--- config.mk ---
export PLATFORM = sky130hd
export DESIGN_NAME = mmio_responder
export DESIGN_NICKNAME = d
export VERILOG_FILES = /design/src/rtl/mmio_responder.sv
export SDC_FILE = /design/constraint.sdc
export NUM_CORES = 1
export LEC_CHECK = 0
export BUFFER_PORTS_ARGS = -buffer_cell sky130_fd_sc_hd__clkbuf_2
export CORE_ASPECT_RATIO = 0.9
export CORE_UTILIZATION = 50
export DETAILED_ROUTE_END_ITERATION = 16
export PLACE_DENSITY = 0.83
export REMOVE_ABC_BUFFERS = 1
export SYNTH_ARGS = -nofsm -noshare
export SYNTH_HDL_FRONTEND = slang
export SYNTH_SLANG_ARGS = --single-unit
export TNS_END_PERCENT = 5
--- constraint.sdc ---
create_clock -name clk -period 1.85 [get_ports clk]
set_input_delay 0.2775 -clock clk [delete_from_list [all_inputs] [get_ports clk]]
set_output_delay 0.2775 -clock clk [all_outputs]
set_load 0.02 [all_outputs]
--- src/rtl/mmio_responder.sv ---
// Load/store port responder: passes RAM-range accesses to basic_mem port B and
// serves an 8-word IO window (GPIO, countdown timer, cycle counter) with matching 1-cycle read latency.
module mmio_responder #(
  parameter int                WIDTH   = 16,
  parameter logic [WIDTH-1:0]  IO_BASE = 16'hFF00,
  parameter int                GPIO_W  = 8
) (
  input  logic              clk,
  input  logic              reset,
  input  logic              write_to_memory,
  input  logic [WIDTH-1:0]  mem_address_load_stor,
  input  logic [WIDTH-1:0]  data_to_mem_stor,
  output logic [WIDTH-1:0]  data_from_mem_load,
  output logic              ram_we_b,
  input  logic [WIDTH-1:0]  ram_q_b,
  input  logic [GPIO_W-1:0] gpio_in,
  output logic [GPIO_W-1:0] gpio_out,
  output logic              timer_irq
);

  typedef enum logic [2:0] {
    REG_GPIO_OUT     = 3'd0,
    REG_GPIO_IN      = 3'd1,
    REG_TIMER_LOAD   = 3'd2,
    REG_TIMER_COUNT  = 3'd3,
    REG_TIMER_CTRL   = 3'd4,
    REG_TIMER_STATUS = 3'd5,
    REG_CYCLE        = 3'd6,
    REG_RESERVED     = 3'd7
  } reg_off_e;

  logic              io_sel;
  reg_off_e          off;
  logic              io_wr;
  logic              wr_gpio, wr_load, wr_ctrl, wr_status_clr;

  logic [GPIO_W-1:0] gpio_s1, gpio_s2;
  logic [WIDTH-1:0]  load_q, count_q, count_d;
  logic [1:0]        ctrl_q;
  logic              exp_q, exp_d, exp_set;
  logic [WIDTH-1:0]  cycle_q;
  logic              sel_q;
  logic [WIDTH-1:0]  io_rdata_q, io_rdata;

  // Upper bound compared one bit wider so IO_BASE+7 cannot wrap
  assign io_sel = (mem_address_load_stor >= IO_BASE) &&
                  ({1'b0, mem_address_load_stor} <= ({1'b0, IO_BASE} + (WIDTH+1)'(7)));
  assign off    = reg_off_e'(mem_address_load_stor[2:0] - IO_BASE[2:0]);

  assign ram_we_b = write_to_memory & ~io_sel;
  assign io_wr    = write_to_memory & io_sel;

  assign wr_gpio       = io_wr && (off == REG_GPIO_OUT);
  assign wr_load       = io_wr && (off == REG_TIMER_LOAD);
  assign wr_ctrl       = io_wr && (off == REG_TIMER_CTRL);
  assign wr_status_clr = io_wr && (off == REG_TIMER_STATUS) && data_to_mem_stor[0];

  // A LOAD write pre-empts the decrement, so it also suppresses a coincident expiry
  always_comb begin
    count_d = count_q;
    exp_set = 1'b0;
    if (wr_load) begin
      count_d = data_to_mem_stor;
    end else if (ctrl_q[0] && (count_q != '0)) begin
      if (count_q == WIDTH'(1)) begin
        count_d = ctrl_q[1] ? load_q : '0;
        exp_set = 1'b1;
      end else begin
        count_d = count_q - WIDTH'(1);
      end
    end
  end

  assign exp_d = exp_set | (exp_q & ~wr_status_clr);

  always_comb begin
    io_rdata = '0;
    case (off)
      REG_GPIO_OUT:     io_rdata[GPIO_W-1:0] = gpio_out;
      REG_GPIO_IN:      io_rdata[GPIO_W-1:0] = gpio_s2;
      REG_TIMER_LOAD:   io_rdata = load_q;
      REG_TIMER_COUNT:  io_rdata = count_q;
      REG_TIMER_CTRL:   io_rdata[1:0] = ctrl_q;
      REG_TIMER_STATUS: io_rdata[0] = exp_q;
      REG_CYCLE:        io_rdata = cycle_q;
      default:          io_rdata = '0;
    endcase
  end

  always_ff @(posedge clk) begin
    if (reset) begin
      gpio_out   <= '0;
      gpio_s1    <= '0;
      gpio_s2    <= '0;
      load_q     <= '0;
      count_q    <= '0;
      ctrl_q     <= '0;
      exp_q      <= 1'b0;
      cycle_q    <= '0;
      sel_q      <= 1'b0;
      io_rdata_q <= '0;
    end else begin
      gpio_s1    <= gpio_in;
      gpio_s2    <= gpio_s1;
      if (wr_gpio) gpio_out <= data_to_mem_stor[GPIO_W-1:0];
      if (wr_load) load_q <= data_to_mem_stor;
      if (wr_ctrl) ctrl_q <= data_to_mem_stor[1:0];
      count_q    <= count_d;
      exp_q      <= exp_d;
      cycle_q    <= cycle_q + WIDTH'(1);
      sel_q      <= io_sel;
      io_rdata_q <= io_rdata;
    end
  end

  assign data_from_mem_load = sel_q ? io_rdata_q : ram_q_b;
  assign timer_irq          = exp_q;

endmodule
Yosys cells after proc, flatten, opt, wreduce, memory -nomap -nowiden
Index checks and enable logic that the tools add are counted.
Storage, ports and cells
  bits in registers: 92
  input port bits: 59
Operators by class
  add/subtract/negate cells: 2
  magnitude comparators: 2
  equality and inequality tests: 7
  multiplexer cells: 12
  bitwise gates (word level): 6
  reduce and logical (&&, ||, !) cells: 10
Operator list (count)
  $mux W16: 5
  $pmux W6 S5: 1
  $pmux W8 S3: 1
  $add A16 B1 Y16 const B: 1
  $eq A16 B1 Y1 const B: 1
  $ge A16 B16 Y1 const B: 1
  $le A16 B16 Y1 const B: 1
  $reduce_bool A16 Y1: 1
  $sub A16 B1 Y16 const B: 1
  $eq A3 B3 Y1 const B: 3
  $logic_and A1 B1 Y1: 7
  $pmux W1 S7: 1
  $eq A3 B2 Y1 const B: 2
  $pmux W1 S6: 1
  $and A1 B1 Y1: 3
  $eq A3 B1 Y1 const B: 1
  $logic_not A3 Y1: 1
  $mux W1: 3
  $not A1 Y1: 2
  $reduce_bool A2 Y1: 1
  $or A1 B1 Y1: 1

Logic depth before layout (Yosys ltp)
Gate-level depths: netlist of the first run.
  word-level depth: 8
  mapped depth: 9
  gate-level depth less buffers: 7

Worst setup path before layout of the first run
Ideal clock, no wire load.
  path kind: register to register
  start point: reg count_q[4]
  end point: reg count_q[9]
  arrival: 1902 ps
  required time: 1713 ps
  path slack: -189 ps
  cell stages (with the launch flop): 8
  path buffers: 3
  path through: dfxtp_1 -> buf_6 -> or4_4 -> buf_6 -> o41a_1 -> buf_6 -> nor2_1 -> o32ai_2
Between the ends
  word-level cells in the longest chain between the ends: 4
  elaborated cells on any way between the ends: 8
  those cells by class: add/sub: 1; eq/ne: 1; mux: 3; reduce/logical: 3
Ends and longest elaborated chain
  from (decl): line 38  | logic [WIDTH-1:0] load_q, count_q, count_d;
  from (signal assigned): line 108  | count_q <= count_d;
  $sub A16 B1 Y16 / $eq A16 B1 Y1 (equally long branches): line 69, 65
  $mux W16: line 65  | if (count_q == WIDTH'(1)) begin
  $mux W16: line 64  | end else if (ctrl_q[0] && (count_q != '0)) begin
  $mux W16: line 62  | if (wr_load) begin
Several ways; a longest one is shown, not always the timed one. The select of a mux whose other input is x is not followed.
A chain may end at the register's enable or synchronous reset.

Final worst setup path of the first run
  start point: reg count_q[13]
  end point: reg count_q[0]
Between the ends
  word-level cells in the longest chain between the ends: 4
  elaborated cells on any way between the ends: 7
  those cells by class: eq/ne: 1; mux: 3; reduce/logical: 3
Ends and longest elaborated chain (line)
  $eq A16 B1 Y1: 65
  $mux W16: 65
  $mux W16: 64
  $mux W16: 62
Several ways; a longest one is shown, not always the timed one. The select of a mux whose other input is x is not followed.

==> out/qor.txt, run 1 <==
Final min period: 2.08 ns
EDFF count, synth: 0
Die footprint: 9550 um2
RSZ-0062 raised after global routing: true
TritonCTS Buffers: 9
Post-CTS Hold Fix Bufs: 0
Initial DRC count: 353
Final setup vio count: 17
Sequential power share: 0.555
Failing checks: negative setup slack
Hold_ws: 0.106 ns
Pleak: 2.53 nW
Final setup margin: -0.234 ns
Remaining Overflow, GRT: 0
Most used routing layer: met2
Routability Congestion: 0.993
Most common flop cell mapped by yosys: dfxtp_1
Netlist cell types: 62
Met2 Track Usage GR: 0.476
CP max FO: 8
Final core occ: 0.685
Gr usage total: 0.300
Maximum clock rate: 0.480 GHz
Worst Reg-to-Reg Cells: 7
R2r setup slk: -0.23 ns
Die Span X: 103 um
Hold Vio Cnt, Final: 0
Largest net degree at the start of global routing: 29
Logic pwr share: 0.081
CTS root buffer: clkbuf_8
Clk_skew: 0.0115 ns
Clk buf depth: 2
Die H: 92.8 um
TritonCTS clock tree: yes
Post-Route WL: 14000 um
Clock power share: 0.363
Worst-Skew Late Latency: 0.37 ns
Fin crit share: 1.13
Synth Instances: 539
Arrival time at the worst endpoint: 2.34 ns
Setup TNS: -2.68 ns
Starting Density: 0.525
Tightest Pin Transition: 0.747 ns
Num rows: 32
Initial antenna violation count: 0
Mapped Area: 4580 um2
Psw: 0.948 mW
PortBufs: 84
Grt met3 use: 0.0634
Via-per-instance ratio: 5.96
Asr flop ratio synth: 0
Synth area leader: dfxtp_1
CORE AREA: 8730 um2
Outcome: complete, but fails checks
DRC Markers: 0
Data required, critical path: 2.11 ns
Worst slew margin: 0.502
Fin nets: 740
Int Pwr: 2.68 mW
Grt met1 use: 0.378
#FFs+latches synth: 92
Hold Path Cell Cnt: 2
Clock-pin slew reported for the worst setup and hold paths after clock tree synthesis: 0.10 ns
Startpoint Class: register
Max Slew Vio Count: 0
Sequential share of the synthesized area: 0.402
Pre-antenna DRT Iters: 6
Sw Ratio: 0.261
H-tree lvl count: 3
Final HPWL DP: 10200 um
Yosys warnings: 0
Synth top area share: 0.402
Avg Cell Area, Syn: 8.50 um2
Top cells by area, synth: dfxtp_1 (40%), mux2i_1 (5.9%), nor2_1 (5.0%), a21oi_1 (4.6%), nand2_1 (4.6%)
Routed vias: 4772
Maxcap violations: 0
Global-route wire length before repair: 22000 um
Critical Setup Path Class: register to register
Clk sink count: 92
Antenna viol nets, final: 0
Critical path endpoint category: register
Vias in the first global route: 4532
Area Overhead vs Synth: 30.6%
Peak VDD IR: 0.411 mV
Worst hold path type: primary input to register
I/O pin cnt: 85
Wirelength per Cell: 17.5 um
Ratio of cells with drive above 1 in the final layout: 0.345
Power per cell area: 606 nW/um2
Ant. Diodes: 0
[cell type report]
class | instances | area (um2)
repair buffers | 167 | 1120
well taps | 119 | 149
clock buffers | 10 | 138
clock inverters | 6 | 53.8
flip-flops and latches | 92 | 1850
inverters | 8 | 30.0
multi-input cells | 399 | 2650
fillers | 729 | 2750
[flip-flops by register name (all words and copies together) (netlist names)]
signal and cells:
count_q 16, cycle_q 16, io_rdata_q 16, load_q 16, gpio_out 8, gpio_s1 8, gpio_s2 8, ctrl_q 2
sel_q 1, timer_irq 1
[worst max-delay path, cell delays in order (launching register included)]
cell     delay (ns)
dfxtp_2        0.33
or4_4          0.56
buf_6          0.14
o41ai_4        0.39
buf_4          0.18
a21oi_4        0.07
a32oi_2        0.20
o21ai_1        0.09
[through the flow]
stage               instances  total power, mW  cell area [um2]  setup slack [ns]
detailed placement        780             2.35             5570            -0.257
global route              801             3.76             5980            -0.266
global placement          780             2.34             5570            -0.221
finish                    801             3.62             5980            -0.234
CTS                       799             3.66             5910            -0.159
floorplan                 499             2.17             4390            -0.323
[synth_stat cells, drive strengths merged, types with 3 or more instances]
cell / n
nor3: 9
inv: 7
nand2: 56
or4: 5
and2: 9
o211ai: 8
buf: 11
ha: 4
nand3: 23
and3: 10
mux2i: 27
xnor2: 4
o21ai: 18
nor2b: 19
a211oi: 3
or3: 3
and4: 4
mux2: 17
a31oi: 4
nor2: 61
a22oi: 9
dfxtp: 92
clkbuf: 29
a21oi: 43
nor3b: 3
nand4: 8
xor2: 9
o22ai: 4
nor4: 11
[logic make-up (layout without fill, tap and decap cells)]
kind of cell,after synthesis,after routing,share of synthesized area
adders and majority gates,4,4,0.0109
muxes,45,45,0.106
AOI/OAI and AO/OA,109,109,0.156
DFF,92,92,0.402
and+or+nand+nor,228,228,0.253
buffers and inverters,48,191,0.0475
xor gates and xnor gates,13,13,0.0249
[worst paths after layout]
check | to | from
min reg2reg | gpio_s2[1]$_SDFF_PP0_ | gpio_s1[1]$_SDFF_PP0_
max | count_q[0]$_SDFFE_PP0P_ | count_q[13]$_SDFFE_PP0P_
max reg2reg | count_q[0]$_SDFFE_PP0P_ | count_q[13]$_SDFFE_PP0P_
min | gpio_s1[3]$_SDFF_PP0_ | gpio_in[3]
[per-layer routing]
metal,share of wire,vias up
li1,-,2193
met1,0.41,2228
met2,0.46,286
met3,0.077,65
met4,0.051,0
met5,0,-
[timing repair]
item / 4_1_cts / 5_1_grt
buffers inserted: 2 / 2
resized for setup: 23 / 19
pin swaps: 10 / 16
gates cloned: 1 / 0
endpoints found under the setup margin: 17 / 16
[power by group through the flow]
| stage | logic, mW | clock network, mW | registers (mW) |
|---|---|---|---|
| 6_report | 0.295 | 1.32 | 2.01 |
| 5_1_grt | 0.320 | 1.43 | 2.02 |
| 4_1_cts | 0.292 | 1.35 | 2.01 |
| 3_5_place_dp | 0.290 | 0 | 2.06 |
| 3_3_place_gp | 0.279 | 0 | 2.06 |
| 2_1_floorplan | 0.112 | 0 | 2.06 |
[cell usage in the layout, fill, tap and decap left out, types with 4 or more instances in the layout]
master	Yosys	routed
or4_4	1	4
a21oi_1	42	40
a22oi_1	9	8
buf_6	4	6
mux2i_1	27	27
o22ai_1	4	4
inv_1	7	5
nor4_1	8	7
and2_1	9	9
o211ai_1	8	8
xor2_1	9	9
nor3_1	9	8
dfxtp_2	0	4
a31oi_1	4	4
dfxtp_1	92	88
buf_4	1	73
clkbuf_8	0	10
nand3_1	23	22
nor2b_1	19	19
o21ai_1	7	6
and3_1	10	10
xnor2_1	4	4
nand4_1	8	8
nand2_1	56	56
nor2_1	61	60
o21ai_0	11	10
clkbuf_2	0	84
mux2_2	17	17
(Power assumes the default switching activity.)
==> inputs of run 2 (changes only) <==
clock period = 1.7 ns   (was 1.85 ns; I/O delays follow)
==> run 2 against run 1 <==
Effect of this change: the run still ends with negative setup slack left; non-clock buffer count decreased by 2; worst setup slack worse by 0.053 ns; register-to-register slack lost 0.05 ns; power is 7.8% higher; clock skew barely moved; largest cell class unchanged.
==> out/qor.txt, run 2 (synthesis results as in run 1) <==
Post-CTS Hold Fix Bufs: 0 (unchanged)
Failing checks: negative setup slack
Final setup vio count: 17 (unchanged)
Ratio of cells with drive above 1 in the final layout: 0.345 (+0.000506)
Clock-pin slew reported for the worst setup and hold paths after clock tree synthesis: 0.10 ns (about the same)
R2r setup slk: -0.29 ns (-0.05 ns)
Remaining Overflow, GRT: 0 (unchanged)
Commonest cells after routing, fill and taps aside: dfxtp_1 (88), clkbuf_2 (84), buf_4 (75)
Outcome: complete, but fails checks
Commonest non-fill, non-tap cell in the layout: dfxtp_1
CORE AREA: 8730 um2 (unchanged)
CP max FO: 5 (-3)
Routability Congestion: 0.917 (-7.7%)
Via-per-instance ratio: 5.78 (-3.0%)
Final HPWL DP: 10300 um (+0.72%)
Crit-path cells: or4_4 > o41a_1 > buf_6 > o211ai_1 > nand3_1 > nand3_1
Starting Density: 0.525 (unchanged)
Placed cell count: 781 (+0.13%)
TritonCTS clock tree: yes
Vias in the first global route: 4579 (+1.0%)
Slowest stage delay, CP: 0.57 ns (about the same)
Routed vias: 4621 (-3.2%)
DRC Markers: 0 (unchanged)
Fin nets: 739 (-0.14%)
Max Slew Vio Count: 0 (unchanged)
Slowest CP cell: or4_4
Maxcap violations: 0 (unchanged)
Die H: 92.8 um (unchanged)
Num rows: 32 (unchanged)
Maximum clock rate: 0.503 GHz (+4.9%)
TritonCTS Buffers: 9 (unchanged)
Ant. Diodes: 0 (unchanged)
Area Overhead vs Synth: 28.5%
Layout Cells excl Fill: 800 (-0.12%)
CTS root buffer: clkbuf_8
Peak VDD IR: 0.446 mV (+8.4%)
Initial DRC count: 295 (-16%)
Worst path most repeated cell: nand3_1
Wirelength per Cell: 17.1 um (-2.5%)
Antenna viol nets, final: 0 (unchanged)
Worst slew margin: 0.497 (-0.00456)
PortBufs: 84 (unchanged)
Data required, critical path: 2.00 ns (-0.11 ns)
Post-Route WL: 13700 um (-2.6%)
Arrival time at the worst endpoint: 2.29 ns (-0.05 ns)
Final min period: 1.99 ns (-0.0972 ns)
Final setup margin: -0.287 ns (-0.0528 ns)
Die footprint: 9550 um2 (unchanged)
Hold_ws: 0.0895 ns (-0.0162 ns)
Initial antenna violation count: 0 (unchanged)
Fillers: 755 (+3.6%)
Hold Vio Cnt, Final: 0 (unchanged)
Clk sink count: 92 (unchanged)
Tightest Pin Transition: 0.754 ns (+0.00684 ns)
Pre-antenna DRT Iters: 6 (unchanged)
I/O pin cnt: 85 (unchanged)
Die Span X: 103 um (unchanged)
Clk_skew: 0.0117 ns (+0.000124 ns)
Startpoint Class: register
Fin crit share: 1.17 (+0.0422)
Pleak: 2.47 nW (-2.4%)
H-tree lvl count: 3 (unchanged)
Largest net degree at the start of global routing: 41 (+41%)
RSZ-0062 raised after global routing: true
Power per cell area: 664 nW/um2 (+9.5%)
Critical Setup Path Class: register to register
Worst-Skew Late Latency: 0.37 ns (about the same)
Critical path endpoint category: register
Worst hold path type: primary input to register
Clk buf depth: 2 (unchanged)
Global-route wire length before repair: 22200 um (+0.78%)
Gr usage total: 0.304 (+0.00329)
## run 2: cell types whose count changed in the layout (fill, tap and decap cells not counted), sizes merged
cell	change
buf	-2
inv	+2
clkinv	-1
clkinvlp	-1
o41a	+1
## run 2: per-layer routing
layer | part of all wire | track usage | routed length [um]
met4 | 0.032 | 0.129 | 439
met1 | 0.41 | 0.382 | 5560
met2 | 0.49 | 0.504 | 6640
met5 | 0 | 0 | 0
met3 | 0.076 | 0.0574 | 1030
## run 2: final timing paths
path / start / endpoint / depth (start not counted)
setup / recovery: count_q[7]$_SDFFE_PP0P_ / count_q[12]$_SDFFE_PP0P_ / 6
hold / removal: gpio_in[7] / gpio_s1[7]$_SDFF_PP0_ / 2
setup reg to reg: count_q[7]$_SDFFE_PP0P_ / count_q[12]$_SDFFE_PP0P_ / 6
hold reg to reg: gpio_s1[0]$_SDFF_PP0_ / gpio_s2[0]$_SDFF_PP0_ / 1
## run 2: timing repair
action,in CTS,in global routing
cloned,1,0
resized for setup,26,17
pin swaps,15,16
hold endpoints to repair,0,0
setup endpoints to repair,17,27
setup buffers,2,0
## run 2: worst max-delay path: cells and delay by family, from the launching register on
| family | cells | cell delay (ns) |
|---|---|---|
| AO/OA/AOI/OAI | 2 | 0.63 |
| buffers and inverters | 1 | 0.18 |
| flip-flops | 1 | 0.33 |
| AND/OR/NAND/NOR | 3 | 0.78 |
## run 2: cell type report
type,instances,area [um2],area share
sequential,92,1850,0.314
inverter,8,30.0,0.00510
timing repair buffer,165,1050,0.179
clock buffer,10,128,0.0217
multi-input combinational,400,2630,0.447
tap,119,149,0.0253
clock inverter,6,51.3,0.00872
## run 2: power breakdown
part / total (mW) / switching [mW] / internal [mW]
combinational: 0.325 / 0.184 / 0.140
sequential: 2.19 / 0.0104 / 2.18
clock: 1.39 / 0.828 / 0.562
total: 3.91 / 1.02 / 2.88
## run 2: through the flow
stage / instance area, um2 / power, mW / setup TNS (ns) / utilization / worst slack (ns)
after global routing: 5880 / 4.06 / -5.12 / 0.674 / -0.343
after global placement: 5550 / 2.55 / -7.42 / 0.636 / -0.456
after detailed placement: 5550 / 2.56 / -9.09 / 0.636 / -0.482
after CTS: 5840 / 3.93 / -3.71 / 0.669 / -0.261
after floorplan: 4390 / 2.36 / -11.80 / - / -0.451
final: 5880 / 3.91 / -3.86 / 0.674 / -0.287
==> inputs of run 3 (changes only) <==
SKIP_CTS_REPAIR_TIMING = 1   (was unset)
==> run 3 against run 2 <==
Effect of this change: the flow still finishes with violations (negative setup slack); worst hold slack gained 0.0011 ns; flip-flop and latch count stayed put; die area is the same; critical path type unchanged.
==> out/qor.txt, run 3 (synthesis results as in run 1) <==
Outcome: complete, but fails checks
Failing checks: negative setup slack
Critical Setup Path Class: register to register
Num rows: 32 (unchanged)
Clock power share: 0.357 (about the same)
Commonest cells after routing, fill and taps aside: dfxtp_1 (90), clkbuf_2 (84), buf_4 (73)
H-tree lvl count: 3 (unchanged)
TritonCTS Buffers: 9 (unchanged)
Maxcap violations: 0 (unchanged)
PortBufs: 84 (unchanged)
Initial antenna violation count: 0 (unchanged)
Clk buf depth: 2 (unchanged)
Area Overhead vs Synth: 28.5% (about the same)
Worst path most repeated cell: nand3_1
Pre-antenna DRT Iters: 5 (-1)
Maximum clock rate: 0.510 GHz (+1.2%)
Slowest stage delay, CP: 0.58 ns (about the same)
Clk sink count: 92 (unchanged)
Post-Route WL: 13700 um (about the same)
Die footprint: 9550 um2 (unchanged)
Final min period: 1.96 ns (-0.0245 ns)
Die H: 92.8 um (unchanged)
Largest net degree at the start of global routing: 41 (unchanged)
Ant. Diodes: 0 (unchanged)
Hold Vio Cnt, Final: 0 (unchanged)
Worst slew margin: 0.523 (+0.0258)
Routability Congestion: 0.917 (unchanged)
Routed vias: 4622 (+0.022%)
Critical path endpoint category: register
Antenna viol nets, final: 0 (unchanged)
Arrival time at the worst endpoint: 2.26 ns (-0.03 ns)
Psw: 1.03 mW (+0.89%)
Design Power: 3.91 mW (+0.23%)
Starting Density: 0.525 (unchanged)
I/O pin cnt: 85 (unchanged)
Pleak: 2.49 nW (+0.63%)
Worst-Skew Late Latency: 0.36 ns (about the same)
Fin crit share: 1.15 (-0.0144)
Slowest CP cell: or4_4
Die Span X: 103 um (unchanged)
Commonest non-fill, non-tap cell in the layout: dfxtp_1
Gr usage total: 0.297 (-0.00718)
RSZ-0062 raised after global routing: true
CTS root buffer: clkbuf_8
Via-per-instance ratio: 5.78 (+0.15%)
Data required, critical path: 2.00 ns (about the same)
Max Slew Vio Count: 0 (unchanged)
Startpoint Class: register
Worst hold path type: primary input to register
DRC Markers: 0 (unchanged)
Fillers: 754 (-0.13%)
Final setup vio count: 17 (unchanged)
Vias in the first global route: 4484 (-2.1%)
Sw Ratio: 0.264 (+0.00172)
Clk_skew: 0.0111 ns (-0.000540 ns)
Int Pwr: 2.88 mW (about the same)
Final HPWL DP: 10300 um (unchanged)
Remaining Overflow, GRT: 0 (unchanged)
Placed cell count: 781 (unchanged)
Logic pwr share: 0.083 (about the same)
Power per cell area: 665 nW/um2 (+0.21%)
Wirelength per Cell: 17.1 um (+0.15%)
Global-route wire length before repair: 21700 um (-2.4%)
Peak VDD IR: 0.457 mV (+2.6%)
Ratio of cells with drive above 1 in the final layout: 0.341 (-0.00390)
Setup TNS: -3.76 ns (+0.0998 ns)
TritonCTS clock tree: yes
CORE AREA: 8730 um2 (unchanged)
CP max FO: 5 (unchanged)
Final setup margin: -0.262 ns (+0.0245 ns)
Tightest Pin Transition: 0.716 ns (-0.0386 ns)
Crit-path cells: or4_4 > o41a_4 > buf_6 > o211ai_1 > nand3_1 > nand3_1
Clock-pin slew reported for the worst setup and hold paths after clock tree synthesis: 0.10 ns (about the same)
Sequential power share: 0.560 (about the same)
Fin nets: 738 (-0.14%)
Layout Cells excl Fill: 799 (-0.13%)
Initial DRC count: 376 (+27%)
## run 3: cell types whose count changed in the layout (fill, tap and decap cells not counted), sizes merged
cell	change
buf	-1
## run 3: final cells by class
class | count | area (um2) | area share
Timing Repair Buffer | 164 | 1050 | 0.178
Clock buffer | 10 | 128 | 0.0217
Tap cell | 119 | 149 | 0.0253
Multi-Input combinational cell | 400 | 2640 | 0.448
Clock inverter | 6 | 51.3 | 0.00872
Inverter | 8 | 30.0 | 0.00510
Sequential cell | 92 | 1840 | 0.313
## run 3: path summary, 6_finish.rpt
kind | slack (ns) | from | end | cells after the start
worst max register to register | -0.26 | count_q[4]$_SDFFE_PP0P_ | count_q[12]$_SDFFE_PP0P_ | 6
worst max-delay path | -0.26 | count_q[4]$_SDFFE_PP0P_ | count_q[12]$_SDFFE_PP0P_ | 6
worst min-delay path | 0.09 | gpio_in[7] | gpio_s1[7]$_SDFF_PP0_ | 2
worst min register to register | 0.45 | gpio_s1[0]$_SDFF_PP0_ | gpio_s2[0]$_SDFF_PP0_ | 1
## run 3: through the flow
stage | area, um2 | util | setup WS, ns | hold slack [ns]
finish | 5890 | 0.674 | -0.262 | 0.0906
global route | 5890 | 0.674 | -0.335 | 0.0783
CTS | 5730 | 0.657 | -0.524 | 0.0885
detailed placement | 5550 | 0.636 | -0.482 | 0.428
global placement | 5550 | 0.636 | -0.456 | 0.418
floorplan | 4390 | - | -0.451 | 0.320
## run 3: per-layer routing
metal  GRT usage  up-vias  wire [um]
met5           0        -          0
met4       0.112        0        426
met3      0.0574       32        949
met2       0.496      219       6580
met1       0.375     2167       5720
li1            -     2204          -
## run 3: power by group through the flow
| stage | logic, mW | registers, mW | clock network (mW) |
|---|---|---|---|
| after floorplan | 0.122 | 2.24 | 0 |
| after global placement | 0.311 | 2.24 | 0 |
| after detailed placement | 0.322 | 2.24 | 0 |
| after CTS | 0.324 | 2.19 | 1.41 |
| after global routing | 0.352 | 2.19 | 1.52 |
| final | 0.326 | 2.19 | 1.40 |
## run 3: worst max-delay path: cells and delay by family (launching register included)
| kind | cells | cell delay, ns |
|---|---|---|
| flops | 1 | 0.32 |
| simple gates | 3 | 0.79 |
| buf+inv | 1 | 0.15 |
| compound gates | 2 | 0.64 |
